--- src/rtl/cla_pipe_addsub.sv ---
// cla_pipe_addsub: pipelined carry-lookahead adder/subtractor, one 16-bit
// CLA slice per stage, inter-slice carry registered between stages.
//   clk, rst        : clock, asynchronous active-high reset
//   in_valid, a, b  : operation request (two's complement operands)
//   cin, sub        : carry-in, subtract (b inverted, carry-in inverted)
//   sat_en          : clamp result on signed overflow
//   out_valid, s    : registered result, NS = WIDTH/16 cycles after input
//   cout, ovf       : raw MSB carry-out, signed overflow
//   pg, gg          : group propagate / generate over the full width

// 16-bit two-level CLA: 4-bit groups, lookahead across groups.
module cla_pipe_addsub_cla16 (
  input  logic [15:0] i_a,
  input  logic [15:0] i_b,
  input  logic        i_c,
  output logic [15:0] o_s,
  output logic        o_p,
  output logic        o_g
);
  logic [15:0] w_p, w_g, w_c;
  logic [3:0]  w_gp, w_gg, w_gc;

  assign w_p = i_a ^ i_b;
  assign w_g = i_a & i_b;

  always_comb begin
    w_gp = '0;
    w_gg = '0;
    for (int j = 0; j < 4; j++) begin
      w_gp[j] = &w_p[4*j +: 4];
      w_gg[j] = w_g[4*j+3] | (w_p[4*j+3] & w_g[4*j+2])
              | (w_p[4*j+3] & w_p[4*j+2] & w_g[4*j+1])
              | ((&w_p[4*j+1 +: 3]) & w_g[4*j]);
    end
  end

  // group carries fully expanded from the slice carry-in
  assign w_gc[0] = i_c;
  assign w_gc[1] = w_gg[0] | (w_gp[0] & i_c);
  assign w_gc[2] = w_gg[1] | (w_gp[1] & w_gg[0]) | (w_gp[1] & w_gp[0] & i_c);
  assign w_gc[3] = w_gg[2] | (w_gp[2] & w_gg[1]) | (w_gp[2] & w_gp[1] & w_gg[0])
                 | (w_gp[2] & w_gp[1] & w_gp[0] & i_c);

  always_comb begin
    w_c = '0;
    for (int j = 0; j < 4; j++) begin
      w_c[4*j] = w_gc[j];
      for (int i = 1; i < 4; i++)
        w_c[4*j+i] = w_g[4*j+i-1] | (w_p[4*j+i-1] & w_c[4*j+i-1]);
    end
  end

  assign o_s = w_p ^ w_c;
  assign o_p = &w_gp;
  assign o_g = w_gg[3] | (w_gp[3] & w_gg[2]) | (w_gp[3] & w_gp[2] & w_gg[1])
             | (w_gp[3] & w_gp[2] & w_gp[1] & w_gg[0]);
endmodule

module cla_pipe_addsub #(
  parameter int WIDTH       = 32,
  parameter bit SAT_DEFAULT = 1'b0
) (
  input  logic             clk,
  input  logic             rst,
  input  logic             in_valid,
  input  logic [WIDTH-1:0] a,
  input  logic [WIDTH-1:0] b,
  input  logic             cin,
  input  logic             sub,
  input  logic             sat_en,
  output logic             out_valid,
  output logic [WIDTH-1:0] s,
  output logic             cout,
  output logic             ovf,
  output logic             pg,
  output logic             gg
);
  localparam int NS = WIDTH / 16;

  logic [WIDTH-1:0] w_bx;
  logic             w_c0;
  logic             r_vo, r_cout, r_ovf, r_pg, r_gg;
  logic [WIDTH-1:0] r_s;

  assign w_bx = sub ? ~b : b;
  assign w_c0 = cin ^ sub;

  // Stage k: w_ra/w_rb hold the operand slices not yet added (slice k at
  // the bottom), w_full holds result slices 0..k once slice k is summed.
  for (genvar k = 0; k < NS; k++) begin : g_stg
    logic [WIDTH-16*k-1:0] w_ra, w_rb;
    logic                  w_ci, w_pin, w_gin, w_vin, w_sat;
    logic [15:0]           w_sum;
    logic                  w_p, w_g;
    logic [16*k+15:0]      w_full;

    if (k == 0) begin : g_in
      assign w_ra   = a;
      assign w_rb   = w_bx;
      assign w_ci   = w_c0;
      assign w_pin  = 1'b1;
      assign w_gin  = 1'b0;
      assign w_vin  = in_valid;
      assign w_sat  = sat_en;
      assign w_full = w_sum;
    end else begin : g_in
      assign w_ra   = g_stg[k-1].g_mid.r_a;
      assign w_rb   = g_stg[k-1].g_mid.r_b;
      assign w_ci   = g_stg[k-1].g_mid.r_c;
      assign w_pin  = g_stg[k-1].g_mid.r_p;
      assign w_gin  = g_stg[k-1].g_mid.r_g;
      assign w_vin  = g_stg[k-1].g_mid.r_v;
      assign w_sat  = g_stg[k-1].g_mid.r_sat;
      assign w_full = {w_sum, g_stg[k-1].g_mid.r_sum};
    end

    cla_pipe_addsub_cla16 u_cla (
      .i_a (w_ra[15:0]),
      .i_b (w_rb[15:0]),
      .i_c (w_ci),
      .o_s (w_sum),
      .o_p (w_p),
      .o_g (w_g)
    );

    if (k < NS-1) begin : g_mid
      logic [WIDTH-16*k-17:0] r_a, r_b;
      logic [16*k+15:0]       r_sum;
      logic                   r_c, r_p, r_g, r_v, r_sat;

      always_ff @(posedge clk or posedge rst) begin
        if (rst) begin
          r_v   <= 1'b0;
          r_a   <= '0;
          r_b   <= '0;
          r_sum <= '0;
          r_c   <= 1'b0;
          r_p   <= 1'b0;
          r_g   <= 1'b0;
          r_sat <= SAT_DEFAULT;
        end else begin
          r_v   <= w_vin;
          r_a   <= w_ra[WIDTH-16*k-1:16];
          r_b   <= w_rb[WIDTH-16*k-1:16];
          r_sum <= w_full;
          r_c   <= w_g | (w_p & w_ci);
          // running group P/G, composed without the carry-in
          r_p   <= w_pin & w_p;
          r_g   <= w_g | (w_p & w_gin);
          r_sat <= w_sat;
        end
      end
    end else begin : g_last
      logic w_ovf;
      // top slice holds the sign bits: same operand signs, different sum sign
      assign w_ovf = (w_ra[15] == w_rb[15]) && (w_sum[15] != w_ra[15]);

      always_ff @(posedge clk or posedge rst) begin
        if (rst) begin
          r_vo   <= 1'b0;
          r_s    <= '0;
          r_cout <= 1'b0;
          r_ovf  <= 1'b0;
          r_pg   <= 1'b0;
          r_gg   <= 1'b0;
        end else begin
          r_vo   <= w_vin;
          r_s    <= (w_sat && w_ovf) ? {w_ra[15], {(WIDTH-1){~w_ra[15]}}} : w_full;
          r_cout <= w_g | (w_p & w_ci);
          r_ovf  <= w_ovf;
          r_pg   <= w_pin & w_p;
          r_gg   <= w_g | (w_p & w_gin);
        end
      end
    end
  end

  assign out_valid = r_vo;
  assign s         = r_s;
  assign cout      = r_cout;
  assign ovf       = r_ovf;
  assign pg        = r_pg;
  assign gg        = r_gg;
endmodule
--- config.mk ---
export PLATFORM = sky130hd
export DESIGN_NAME = cla_pipe_addsub
export DESIGN_NICKNAME = d
export VERILOG_FILES = /design/src/rtl/cla_pipe_addsub.sv
export SDC_FILE = /design/constraint.sdc
export NUM_CORES = 1
export LEC_CHECK = 0
export ABC_AREA = 1
export CORE_MARGIN = 10
export CORE_UTILIZATION = 29
export CTS_BUF_LIST = sky130_fd_sc_hd__clkbuf_4
export DETAILED_ROUTE_END_ITERATION = 8
export GPL_TIMING_DRIVEN = 0
export HOLD_SLACK_MARGIN = 0.05
export SLEW_MARGIN = 20
export SYNTH_ARGS = -nofsm -noshare
export SYNTH_HDL_FRONTEND = slang
export SYNTH_SLANG_ARGS = --single-unit
--- constraint.sdc ---
create_clock -name clk -period 5.1 [get_ports clk]
set_input_delay 0.51 -clock clk [delete_from_list [all_inputs] [get_ports clk]]
set_output_delay 0.51 -clock clk [all_outputs]
set_load 0.02 [all_outputs]
==> run_results.csv <==
group,metric,value,unit
global_route,grt_max_degree,52,
worst_setup_path,r2r_slack,1480,ps
synth,synth_area_per_cell,10.72,um^2
routing,vias,3072,
sta,finClkSkew,11.98,ps
synth,synth_edf_count,0,
worst_setup_path,rr_startpoint,"g_stg[0].g_mid.r_a[7]",
global_route,gr-total-overflow,0,
worst_setup_path,cp-endpoint,"s[19]",
clock_tree,insertion_delay,460,ps
clock_tree,htree_levels,3,
synth,ys.flop_type,"dfrtp_1",
worst_setup_path,worst-setup-path-type,"reg -> reg",
synth,synth_nets,546,
die,initial_core_util,0.2962,
worst_setup_path,cp-startpoint,"g_stg[0].g_mid.r_a[7]",
die,die_w,144.6,um
worst_hold_path,hp-start,"g_stg[0].g_mid.r_v",
global_route,grt_antenna_before_repair,3,
worst_setup_path,endpoint_kind,"flop",
worst_setup_path,worstReg2RegEnd,"s[19]",
final_layout,area_growth,31.45,%
die,fp.coreArea,15200,um^2
routing,wirelength,10420,um
sta,fin_tns_setup,0,ps
synth,seq_area_frac_synth,0.5001,
final_layout,fillers,1516,
final_layout,nets,663,
place,dp.final_hpwl,8635,um
clock_tree,cts_tree,"yes",
clock_tree,cts_sinks,90,
sta,rsz0062_at_grt,"false",
clock_tree,clk_pin_slew_worst_paths,120,ps
clock_tree,holdBufCountCts,0,
clock_tree,cts_max_path_buffers,2,
final_layout,final_core_util,0.3894,
synth,ys_ff_latch,90,
worst_setup_path,crit_fanout,10,
final_layout,stdcell_area,5919,um^2
synth,synth_top_cell_area_share,0.5001,
global_route,grt_usage,0.1066,
global_route,grt_pass1_wl,16820,um
global_route,grt_pass1_vias,3386,
synth,syn_inst,420,
sta,clock.fmax,276.3,MHz
routing,final_antenna_net_count,0,
die,dieArea,20910,um^2
routing,wire_per_inst,14.27,um
power_and_ir_drop,peakVddDrop,0.09917,mV
sta,post-route-min-period,3619,ps
sta,worst_slew_pin_slew,529.7,ps
sta,fin_crit_sh,0.7096,
synth,ys_warn_count,0,
job,max_cap_viol_count,0,
worst_hold_path,hp-class,"reg -> reg",
sta,drv_slew,0,
routing,post_drt_via_cell_ratio,4.208,
worst_setup_path,cp-start-kind,"flop",
routing,firstDrtPassIters,4,
place,portBuffers,105,
synth,synth.largest_area_cell,"dfrtp_1",
worst_setup_path,critical_path_arrival,3990,ps
synth,synth.most_common_cell,"nand2_1",
routing,post-route-drc-count,0,
place,globalplace.congestion,0.8385,
power_and_ir_drop,p_per_area,333.2,nW/um^2
clock_tree,post-cts-setup-buffer-count,0,
clock_tree,cts_root_buffer,"clkbuf_4",
clock_tree,cts_buffers,9,
routing,drt_iter0_markers,89,
sta,maxSlewHeadroom,0.6469,
die,io_pins,107,
outcome,status,"complete, no violations",
final_layout,drive_gt1_frac,0.05360,
place,post_dp_cell_area,5819,um^2
synth,synth_common_cells,"nand2_1, dfrtp_1, inv_1",
clock_tree,ctsResizeCount,0,
sta,setup_violations,0,
die,die_h,144.6,um
sta,hold_violations,0,
synth,async_flop_share,1.000,
die,fp-row-count,45,
power_and_ir_drop,p_leak,2.884,nW
worst_setup_path,cp.required,5480,ps
synth,yosysUniqueCellTypes,22,
worst_setup_path,reg2regPathDepth,17,
synth,synth_area_leaders,"dfrtp_1, fa_1, ha_1, nand2_1, xor2_1",
synth,syn_area,4503,um^2
## worst min-delay path by stage
stage / slack [ps] / cells past startpoint / to
after detailed placement: 340 / 0 / out_valid
after CTS: 370 / 0 / out_valid
after global placement: 340 / 0 / out_valid
final: 370 / 0 / out_valid
after global routing: 380 / 0 / out_valid
after floorplan: 330 / 0 / out_valid
## cell type report
class / count / area [um^2] / share of cell area
timing repair buffer: 106 / 1079 / 0.1822
clock buffer: 10 / 75.07 / 0.01268
multi-input combinational: 264 / 1971 / 0.3329
inverter: 57 / 219.0 / 0.03699
clock inverter: 5 / 22.52 / 0.003805
buffer: 9 / 63.81 / 0.01078
sequential: 90 / 2252 / 0.3805
tap: 188 / 235.2 / 0.03974
antenna: 1 / 2.502 / 0.0004227
## flip-flops by register name, indices dropped and copies added, names as in the netlist
| register | count |
|---|---|
| g_stg.g_mid.r_b | 16 |
| g_stg.g_mid.r_v | 1 |
| g_stg.g_mid.r_p | 1 |
| gg | 1 |
| pg | 1 |
| g_stg.g_mid.r_c | 1 |
| g_stg.g_mid.r_g | 1 |
| g_stg.g_mid.r_a | 16 |
| s | 32 |
| ovf | 1 |
| cout | 1 |
| g_stg.g_mid.r_sum | 16 |
| g_stg.g_mid.r_sat | 1 |
| out_valid | 1 |
## power breakdown
part	total, mW	switching (mW)	internal [mW]
Sequential	0.914	0.0520	0.862
Combinational	0.728	0.382	0.346
Clock	0.331	0.233	0.0976
Total	1.97	0.667	1.31
## per-stage QoR
step	setup slack (ps)	cells	power (mW)	hold WS, ps
after global placement	959.4	713	1.661	339.3
after detailed placement	1188	714	1.680	340.2
final	1481	730	1.972	365.3
after floorplan	1689	420	1.327	331.2
after global routing	1115	730	2.125	382.9
after CTS	1424	729	2.019	370.1
## cell families after synthesis
kind of cell	count (synthesis)	synth area share
buf+inv	66	0.06224
simple gates	150	0.1420
compound gates	17	0.02028
flops	90	0.5001
xor+xnor	41	0.07974
fa+ha+maj	56	0.1956
## metal layers
metal | GRT usage | routed length [um] | up-vias
met5 | 0 | 27 | -
met4 | 0.03883 | 163 | 4
met3 | 0.04690 | 839 | 14
met2 | 0.1819 | 5340 | 72
met1 | 0.1144 | 4050 | 1459
li1 | - | - | 1523
## cells in the final DEF, fill, tap and decap left out, types with 2 or more instances in the layout
master             n
inv_1             55
a21oi_1            8
clkbuf_4          10
xor2_1            29
o21ai_0            7
nand2_4            2
dfrtp_1           90
nand4_1            7
buf_6              3
nand2_1          100
xnor2_1           12
nor2_1            23
clkinv_2           3
inv_4              2
clkdlybuf4s50_1  105
buf_2              6
fa_1              24
clkinv_1           2
and2_1             2
ha_1              32
nand3_1           13
## critical path, cell delays in order, from the launching register on
cell     delay, ps
dfrtp_1        390
ha_1           330
nand2_1        110
inv_1           60
nand2_1         50
nand2_1         60
o21ai_0        180
nand4_1        160
fa_1           430
fa_1           410
fa_1           430
nand2_1         80
nor3b_4        220
nand2_4        140
inv_4          140
nand2_4         90
buf_6          160
o21ai_0         90
Power figures use the tool's default switching activity.
